$ cat src/rtl/display_pkg.sv
// Shared display types and constants for the seven-segment scan path.
package display_pkg;

  localparam logic [6:0] SEG_OFF = 7'h7F;

  typedef enum logic {
    GUARD,
    DRIVE
  } scan_state_t;

  typedef logic [3:0] nibble_t;

endpackage

$ cat src/rtl/hex.sv
// Hex nibble to active-low seven-segment pattern, bit order {g,f,e,d,c,b,a}.
module hex (
  input  logic [3:0] in,
  output logic [6:0] out
);

  always_comb begin
    out = 7'h7F;
    case (in)
      4'h0: out = 7'h40;
      4'h1: out = 7'h79;
      4'h2: out = 7'h24;
      4'h3: out = 7'h30;
      4'h4: out = 7'h19;
      4'h5: out = 7'h12;
      4'h6: out = 7'h02;
      4'h7: out = 7'h78;
      4'h8: out = 7'h00;
      4'h9: out = 7'h10;
      4'hA: out = 7'h08;
      4'hB: out = 7'h03;
      4'hC: out = 7'h46;
      4'hD: out = 7'h21;
      4'hE: out = 7'h06;
      4'hF: out = 7'h0E;
      default: out = 7'h7F;
    endcase
  end

endmodule

$ cat src/rtl/hex_scan_ctrl.sv
// Time-multiplexed common-anode display scanner sharing one hex decoder.
// The displayed frame only changes on a frame boundary, so a load never tears a frame.
module hex_scan_ctrl #(
  parameter int DIGITS = 4,
  parameter int DIV    = 50000,
  parameter int GUARD  = 64
) (
  input  logic                  clk,
  input  logic                  rst,
  input  logic [4*DIGITS-1:0]   value,
  input  logic                  load,
  input  logic [DIGITS-1:0]     dp_mask,
  input  logic                  blank_lz,
  output logic [6:0]            seg,
  output logic                  dp,
  output logic [DIGITS-1:0]     an,
  output logic                  scan_state
);
  import display_pkg::SEG_OFF;
  import display_pkg::scan_state_t;
  import display_pkg::nibble_t;

  localparam int CW = (DIV > 1) ? $clog2(DIV) : 1;
  localparam int IW = $clog2(DIGITS);
  localparam logic [CW-1:0] CNT_LAST   = CW'(DIV - 1);
  localparam logic [CW-1:0] GUARD_LAST = CW'(GUARD - 1);
  localparam logic [IW-1:0] IDX_LAST   = IW'(DIGITS - 1);

  logic [4*DIGITS-1:0] shadow;
  logic [4*DIGITS-1:0] disp;
  logic [CW-1:0]       cnt;
  logic [IW-1:0]       idx;
  scan_state_t         state;
  scan_state_t         state_nx;

  logic                cnt_last;
  logic                frame_end;
  nibble_t             nibble;
  logic [6:0]          dec_out;
  logic                upper_nz;
  logic                blank;
  logic [DIGITS-1:0]   an_nx;
  logic [6:0]          seg_nx;
  logic                dp_nx;

  assign cnt_last   = (cnt == CNT_LAST);
  assign frame_end  = cnt_last && (idx == IDX_LAST);
  assign nibble     = disp[{idx, 2'b00} +: 4];
  assign scan_state = state;

  hex u_hex (
    .in  (nibble),
    .out (dec_out)
  );

  // Digit idx is a leading zero when it and every more significant nibble is zero.
  always_comb begin
    upper_nz = 1'b0;
    for (int j = 0; j < DIGITS; j++) begin
      if (j >= int'(idx) && disp[4*j +: 4] != 4'h0) upper_nz = 1'b1;
    end
    blank = blank_lz && (idx != '0) && !upper_nz;
  end

  always_comb begin
    state_nx = state;
    an_nx    = '1;
    seg_nx   = SEG_OFF;
    dp_nx    = 1'b1;
    case (state)
      display_pkg::GUARD: begin
        if (cnt == GUARD_LAST) state_nx = display_pkg::DRIVE;
      end
      display_pkg::DRIVE: begin
        if (cnt_last) state_nx = display_pkg::GUARD;
        an_nx  = ~(DIGITS'(1) << idx);
        seg_nx = blank ? SEG_OFF : dec_out;
        dp_nx  = ~dp_mask[idx];
      end
      default: state_nx = display_pkg::GUARD;
    endcase
  end

  always_ff @(posedge clk) begin
    if (rst) begin
      cnt    <= '0;
      idx    <= '0;
      state  <= display_pkg::GUARD;
      shadow <= '0;
      disp   <= '0;
      an     <= '1;
      seg    <= SEG_OFF;
      dp     <= 1'b1;
    end else begin
      cnt   <= cnt_last ? '0 : cnt + CW'(1);
      if (cnt_last) idx <= (idx == IDX_LAST) ? '0 : idx + IW'(1);
      state <= state_nx;
      if (load) shadow <= value;
      // A load landing on the boundary bypasses shadow so it shows next frame.
      if (frame_end) disp <= load ? value : shadow;
      an    <= an_nx;
      seg   <= seg_nx;
      dp    <= dp_nx;
    end
  end

endmodule

$ cat config.mk
export PLATFORM = sky130hd
export DESIGN_NAME = hex_scan_ctrl
export DESIGN_NICKNAME = d
export VERILOG_FILES = /design/src/rtl/display_pkg.sv /design/src/rtl/hex.sv /design/src/rtl/hex_scan_ctrl.sv
export SDC_FILE = /design/constraint.sdc
export NUM_CORES = 1
export LEC_CHECK = 0
export CORE_MARGIN = 4
export CORE_UTILIZATION = 55
export CTS_CLUSTER_DIAMETER = 30
export DETAILED_ROUTE_END_ITERATION = 12
export GPL_TIMING_DRIVEN = 0
export PLACE_DENSITY = 0.9
export SYNTH_ARGS = -nofsm -noshare
export SYNTH_HDL_FRONTEND = slang
export SYNTH_SLANG_ARGS = --single-unit
$ cat constraint.sdc
create_clock -name clk -period 2.7 [get_ports clk]
set_clock_uncertainty 0.15 [all_clocks]
set_input_delay 0.54 -clock clk [delete_from_list [all_inputs] [get_ports clk]]
set_output_delay 0.54 -clock clk [all_outputs]
set_load 0.02 [all_outputs]
==> results of run 1 <==
[power groups by stage]
stage               sequential, mW  clock [mW]  combinational, mW
finish                       0.955       0.793             0.0863
CTS                          0.954       0.808             0.0879
global route                 0.956       0.850             0.0944
floorplan                    0.974           0             0.0453
detailed placement           0.975           0             0.0871
global placement             0.974           0             0.0846
[cell type report]
type | count | area share
clock buffers | 12 | 0.0412
repair buffers | 34 | 0.0967
flip-flops and latches | 63 | 0.359
plain buffers | 12 | 0.0156
multi-input cells | 207 | 0.439
well taps | 70 | 0.0249
inverters | 11 | 0.0117
clock inverters | 4 | 0.0128
[layout by cell type, fill, tap and decap left out, drive strengths merged, types with 6 or more instances in the layout]
cell and n:
xnor2 10, clkbuf 19, nor2 38, nand2 15, o21ai 7, nor3 6
mux2i 20, nor2b 17, inv 11, clkdlybuf4s50 34, ha 12, nand4 6
dfxtp 63, mux2 19, a21oi 7, nand3 6
[sequential cells by signal, summed over array words and instances, names as in the netlist]
name        count
disp           16
scan_state      1
idx             2
shadow         16
seg             7
cnt            16
an              4
dp              1
[worst max path at each step]
| stage | end | cells past startpoint | from | slack [ns] |
|---|---|---|---|---|
| final | seg[1] | 6 | idx[0] | 0.14 |
| after global routing | seg[1] | 6 | idx[0] | 0.005 |
| after CTS | seg[1] | 6 | idx[1] | 0.02 |
| after detailed placement | seg[1] | 6 | idx[1] | -0.22 |
| after global placement | seg[1] | 6 | idx[1] | -0.15 |
| after floorplan | seg[1] | 6 | idx[1] | 0.19 |
[metrics by stage]
stage | hold WS [ns] | setup slack (ns) | utilization | setup TNS, ns | std cells
final | 0.323 | 0.140 | 0.689 | 0 | 413
after global placement | 0.303 | -0.145 | 0.650 | -0.409 | 397
after CTS | 0.324 | 0.0209 | 0.688 | 0 | 413
after detailed placement | 0.309 | -0.221 | 0.650 | -0.708 | 397
after floorplan | 0.288 | 0.191 | - | 0 | 293
after global routing | 0.378 | 0.00529 | 0.689 | 0 | 413
[routing by layer]
| layer | vias up | GRT usage | part of all wire |
|---|---|---|---|
| met5 | - | 0 | 0 |
| met2 | 60 | 0.353 | 0.52 |
| li1 | 1110 | - | - |
| met4 | 0 | 0.130 | 0.027 |
| met3 | 17 | 0.0448 | 0.061 |
| met1 | 1086 | 0.227 | 0.39 |
[cell families (layout without fill, tap and decap cells)]
kind of cell / Yosys count / in the layout
fa+ha+maj: 12 / 12
xor+xnor: 14 / 14
flops: 63 / 63
mux: 44 / 44
simple gates: 112 / 112
compound gates: 25 / 25
buf+inv: 23 / 73
==> out/summary.txt, run 1 <==
Initial antenna violation count = 0
Syn Nets = 329
Largest net degree at the start of global routing = 11
H-tree depth = 3
Number of synthesized flops with an enable pin = 0
CP Capture Type = flip-flop
Crit path max fanout = 10
Hold EP = cnt[0]
Startpoint types = flip-flop
Outcome = completed
Post-CTS Resized = 2
Clock root buffer = clkbuf_8
Max Clk Rate = 391 MHz
WP data arrival = 2.61 ns
Post-synthesis compound-gate area fraction = 0.0562
Postcts setup bufs = 0
Diode count = 0
Yosys cell types = 41
Flop2flop setup slack = 0.14 ns
Main area contributors after synthesis = dfxtp_1 (44%), mux2_2 (7.4%), mux2i_1 (6.9%), ha_1 (5.2%), nor2_1 (4.9%)
Initial Utilization = 0.567
Clock power frac = 0.433
# port buffers = 34
Dpl hpwl = 4340 um
Yosys top cell area share = 0.436
HP Class = flip-flop to flip-flop
Final GP Congestion = 0.838
DRT Pass-1 Iters = 4
Cell Pwr Density = 521 mW/mm^2
RR Endpoint = seg[1]
Number of remaining DRC errors = 0
Maxcap violations = 0
Die height = 80.5 um
Register clock-pin slew on the reported worst setup and hold paths = 0.07 ns
Routed Antenna Nets = 0
Clock Latency Late Sink = 0.34 ns
CP delay by family, top = compound AO/OA/AOI/OAI gates
Switch share = 0.214
GRT Total Usage = 0.205
Storage cell area = 0.00126 mm^2
Simple-Gate Fraction of Synth Area = 0.201
DR WL/cell = 14.9 um
CTS tree = done
Share of cells above drive strength 1 = 0.149
P_sw = 0.392 mW
Cell count after synthesis = 293
Largest family of logic cells by synthesized area = simple AND/OR/NAND/NOR gates
Worst VDD drop = 0.267 mV
Post-Syn Area = 0.00289 mm^2
Adder-Cell Fraction of Synth Area = 0.0519
Min cycle time layout = 2.56 ns
Int Pwr = 1.44 mW
Post-DP Area = 0.00332 mm^2
First-pass GRT wire length = 10200 um
Fillers = 407
Clk buf depth = 2
Post-synth top flop = dfxtp_1
Number of global-route vias before repair = 2218
Register share of total power = 0.520
Final setup fails = 0
Syn Area/Cell = 9.88 um^2
XOR/XNOR Fraction of Synth Area = 0.0424
Layout overhead on the synthesized area = 21.7%
Critical-path top delay cell = or4b_2
Design area = 0.00352 mm^2
Area of the multi-input gates = 0.00154 mm^2
Sink Count = 63
Total CTS buffers = 9
Core area = 0.00511 mm^2
Min-delay src = cnt[0]
Largest area contributor in the netlist = dfxtp_1
Row cnt = 26
#FFs+latches synth = 63
RSZ-0062 raised after global routing = false
Avg Vias per Cell = 5.50
Leakage power total = 1.33 nW
Bufs and invs on worst path = 2
Max-slew headroom = 0.541
Final nets = 374
Reg2reg path depth = 6
DIE AREA = 0.00649 mm^2
GR Overflow Total = 0
Hold Buf Count CTS = 0
Top Ports = 37
Yosys warning count = 0
Final Hold Fails = 0
Hold path depth = 1
Seq/Total Area, Yosys = 0.436
CP max stage delay = 0.60 ns
Ys async rst share = 0
Post-Route WL = 6160 um
WS Path Type = flip-flop to flip-flop
DR iter-0 viols = 112
Combinational group share of total power = 0.047
Total power = 1.83 mW
Commonest cells in the netlist = dfxtp_1 (63), nor2_1 (38), mux2i_1 (20)
Routed vias = 2273
Worst slew pin tran = 0.689 ns
Worst endpoint required time = 2.75 ns
Die W = 80.5 um
Crit path cell chain = buf_4, inv_1, ha_1, or4b_2, o41a_1, o311ai_0
Worst r2r src = idx[0]
Tcrit/Tclk final = 0.948
Multiplexer area fraction after synthesis = 0.182
Top-count cell post-synth = dfxtp_1
Final Max Slew Viols = 0
No activity file was read; power rests on OpenSTA's default activity.
==> run 2, diff against run 1 <==
--- a/config.mk
+++ b/config.mk
@@ -7,6 +7,7 @@
 export LEC_CHECK = 0
 export CORE_MARGIN = 4
 export CORE_UTILIZATION = 55
+export CTS_BUF_LIST = sky130_fd_sc_hd__clkbuf_4
 export CTS_CLUSTER_DIAMETER = 30
 export DETAILED_ROUTE_END_ITERATION = 12
 export GPL_TIMING_DRIVEN = 0
==> run 2 against run 1 <==
  * First-iteration DRC count up 0.89%
  * Maximum frequency rose by 3.9%
  * Utilization decreased by 1.1 points
  * Largest power group unchanged
  * Highest routed layer unchanged
==> out/summary.txt, run 2 (synthesized netlist as in run 1, its figures left out) <==
Outcome = completed (unchanged)
Diode count = 0 (unchanged)
Worst VDD drop = 0.225 mV (was 0.267 mV)
Share of cells above drive strength 1 = 0.155 (was 0.149)
DR iter-0 viols = 113 (was 112)
Maxcap violations = 0 (unchanged)
Max-slew headroom = 0.543 (was 0.541)
WS Path Type = flip-flop to flip-flop (unchanged)
CP Capture Type = flip-flop (unchanged)
Routed vias = 2275 (was 2273)
RSZ-0062 raised after global routing = false (unchanged)
Crit path max fanout = 10 (unchanged)
Largest net degree at the start of global routing = 11 (unchanged)
Critical-path top delay cell = or4b_2 (unchanged)
Die height = 80.5 um (unchanged)
Worst endpoint required time = 2.84 ns (was 2.75 ns)
Register clock-pin slew on the reported worst setup and hold paths = 0.10 ns (was 0.07 ns)
Final Hold Fails = 0 (unchanged)
Top Ports = 37 (unchanged)
Number of global-route vias before repair = 2163 (was 2218)
Commonest non-fill, non-tap cell in the layout = dfxtp_1 (unchanged)
HP Class = flip-flop to flip-flop (unchanged)
Post-Route WL = 5970 um (was 6160 um)
Detail Route met2 WL = 3090 um (was 3190 um)
Initial antenna violation count = 0 (unchanged)
CTS tree = done (unchanged)
Final setup fails = 0 (unchanged)
Top layer used by detailed routing = met4 (unchanged)
Routed Antenna Nets = 0 (unchanged)
Max Clk Rate = 406 MHz (was 391 MHz)
Min cycle time layout = 2.46 ns (was 2.56 ns)
Worst slew pin tran = 0.686 ns (was 0.689 ns)
Die W = 80.5 um (unchanged)
Total CTS buffers = 9 (unchanged)
Sink Count = 63 (unchanged)
Clk buf depth = 2 (unchanged)
Inst Count DP = 397 (unchanged)
Final Max Slew Viols = 0 (unchanged)
H-tree depth = 3 (unchanged)
Row cnt = 26 (unchanged)
Clock Latency Late Sink = 0.42 ns (was 0.34 ns)
First-pass GRT wire length = 9950 um (was 10200 um)
Layout overhead on the synthesized area = 19.7% (was 21.7%)
# port buffers = 34 (unchanged)
GR Overflow Total = 0 (unchanged)
Layout Cells excl Fill = 413 (unchanged)
Avg Vias per Cell = 5.51 (was 5.50)
WP data arrival = 2.60 ns (was 2.61 ns)
WL met3 = 338 um (was 374 um)
DR WL/cell = 14.4 um (was 14.9 um)
Most frequent cells in the layout = dfxtp_1 (61), nor2_1 (38), clkdlybuf4s50_1 (34) (was dfxtp_1 (62), nor2_1 (38), clkdlybuf4s50_1 (34))
GRT Total Usage = 0.202 (was 0.205)
Crit path cell chain = clkbuf_4, inv_1, ha_1, or4b_2, o41a_1, o311ai_0 (was buf_4, inv_1, ha_1, or4b_2, o41a_1, o311ai_0)
Final nets = 374 (unchanged)
Dpl hpwl = 4340 um (unchanged)
DRT Pass-1 Iters = 5 (was 4)
DIE AREA = 0.00649 mm^2 (unchanged)
Clock root buffer = clkbuf_4 (was clkbuf_8)
CP max stage delay = 0.60 ns (about the same)
Largest regs = cnt (16), disp (16), shadow (16) (unchanged)
Setup TNS = 0 ns (unchanged)
Setup WS pre-CTS = -0.221 ns (unchanged)
Leakage power total = 1.31 nW (was 1.33 nW)
Number of remaining DRC errors = 0 (unchanged)
Final GP Congestion = 0.838 (unchanged)
Initial Utilization = 0.567 (unchanged)
Tcrit/Tclk final = 0.912 (was 0.948)
M1 WL = 2380 um (was 2430 um)
Core area = 0.00511 mm^2 (unchanged)
Final WS setup = 0.236 ns (was 0.140 ns)
Cell Pwr Density = 482 mW/mm^2 (was 521 mW/mm^2)
Startpoint types = flip-flop (unchanged)
==> run 2: cell count changes in the layout (fill, tap and decap cells not counted) <==
| cell | delta |
|---|---|
| buf_4 | -2 |
| clkbuf_1 | -2 |
| clkbuf_4 | +13 |
| clkbuf_8 | -10 |
| clkinv_1 | +1 |
| dfxtp_1 | -1 |
| dfxtp_2 | +1 |
==> run 2: power by group <==
| group | total (mW) | switching [mW] | internal, mW |
|---|---|---|---|
| Combinational | 0.0862 | 0.0379 | 0.0483 |
| Clock | 0.628 | 0.333 | 0.296 |
| Sequential | 0.954 | 0.00720 | 0.946 |
| Total | 1.67 | 0.378 | 1.29 |
==> run 2: path summary, 6_finish.rpt <==
path | startpoint | to | slack (ns) | cells after the start
worst min register to register | cnt[0] | cnt[0] | 0.33 | 1
worst max-delay path | idx[1] | seg[1] | 0.24 | 6
worst min-delay path | cnt[0] | cnt[0] | 0.33 | 1
worst max register to register | idx[1] | seg[1] | 0.24 | 6
==> run 2: per-layer routing <==
layer  global-route usage  vias to the layer above
li1                     -                     1113
met5                    0                        -
met2                0.342                       66
met4                0.123                        0
met3               0.0482                       22
met1                0.227                     1074
==> run 2: worst max-delay path: cells and delay by family, from the launching register on <==
| kind | cells | cell delay, ns |
|---|---|---|
| AO/OA/AOI/OAI | 2 | 0.62 |
| AND/OR/NAND/NOR | 1 | 0.60 |
| flip-flops | 1 | 0.39 |
| buffers and inverters | 2 | 0.35 |
| adder cells (fa/ha/maj) | 1 | 0.21 |
==> run 2: layout make-up <==
| class | count | area (um^2) |
|---|---|---|
| buffer | 12 | 55.1 |
| clock buffer | 11 | 82.6 |
| clock inverter | 5 | 48.8 |
| fill | 419 | 1640 |
| inverter | 11 | 41.3 |
| multi-input combinational | 207 | 1540 |
| sequential | 63 | 1260 |
| tap | 70 | 87.6 |
| timing repair buffer | 34 | 340 |
==> run 2: stage by stage <==
stage	hold WS [ns]	total power, mW	cell area [um^2]	utilization
after floorplan	0.288	1.02	2890	-
after global placement	0.303	1.06	3320	0.650
after detailed placement	0.309	1.06	3320	0.650
after CTS	0.332	1.68	3460	0.677
after global routing	0.386	1.73	3460	0.678
final	0.329	1.67	3460	0.678
==> run 2: what timing repair did <==
action / 4_1_cts / 5_1_grt
setup buffers: 0 / 0
gates resized for setup: 2 / 5
setup endpoints to repair: 7 / 6
pin swaps: 0 / 1
hold buffers: 0 / 0
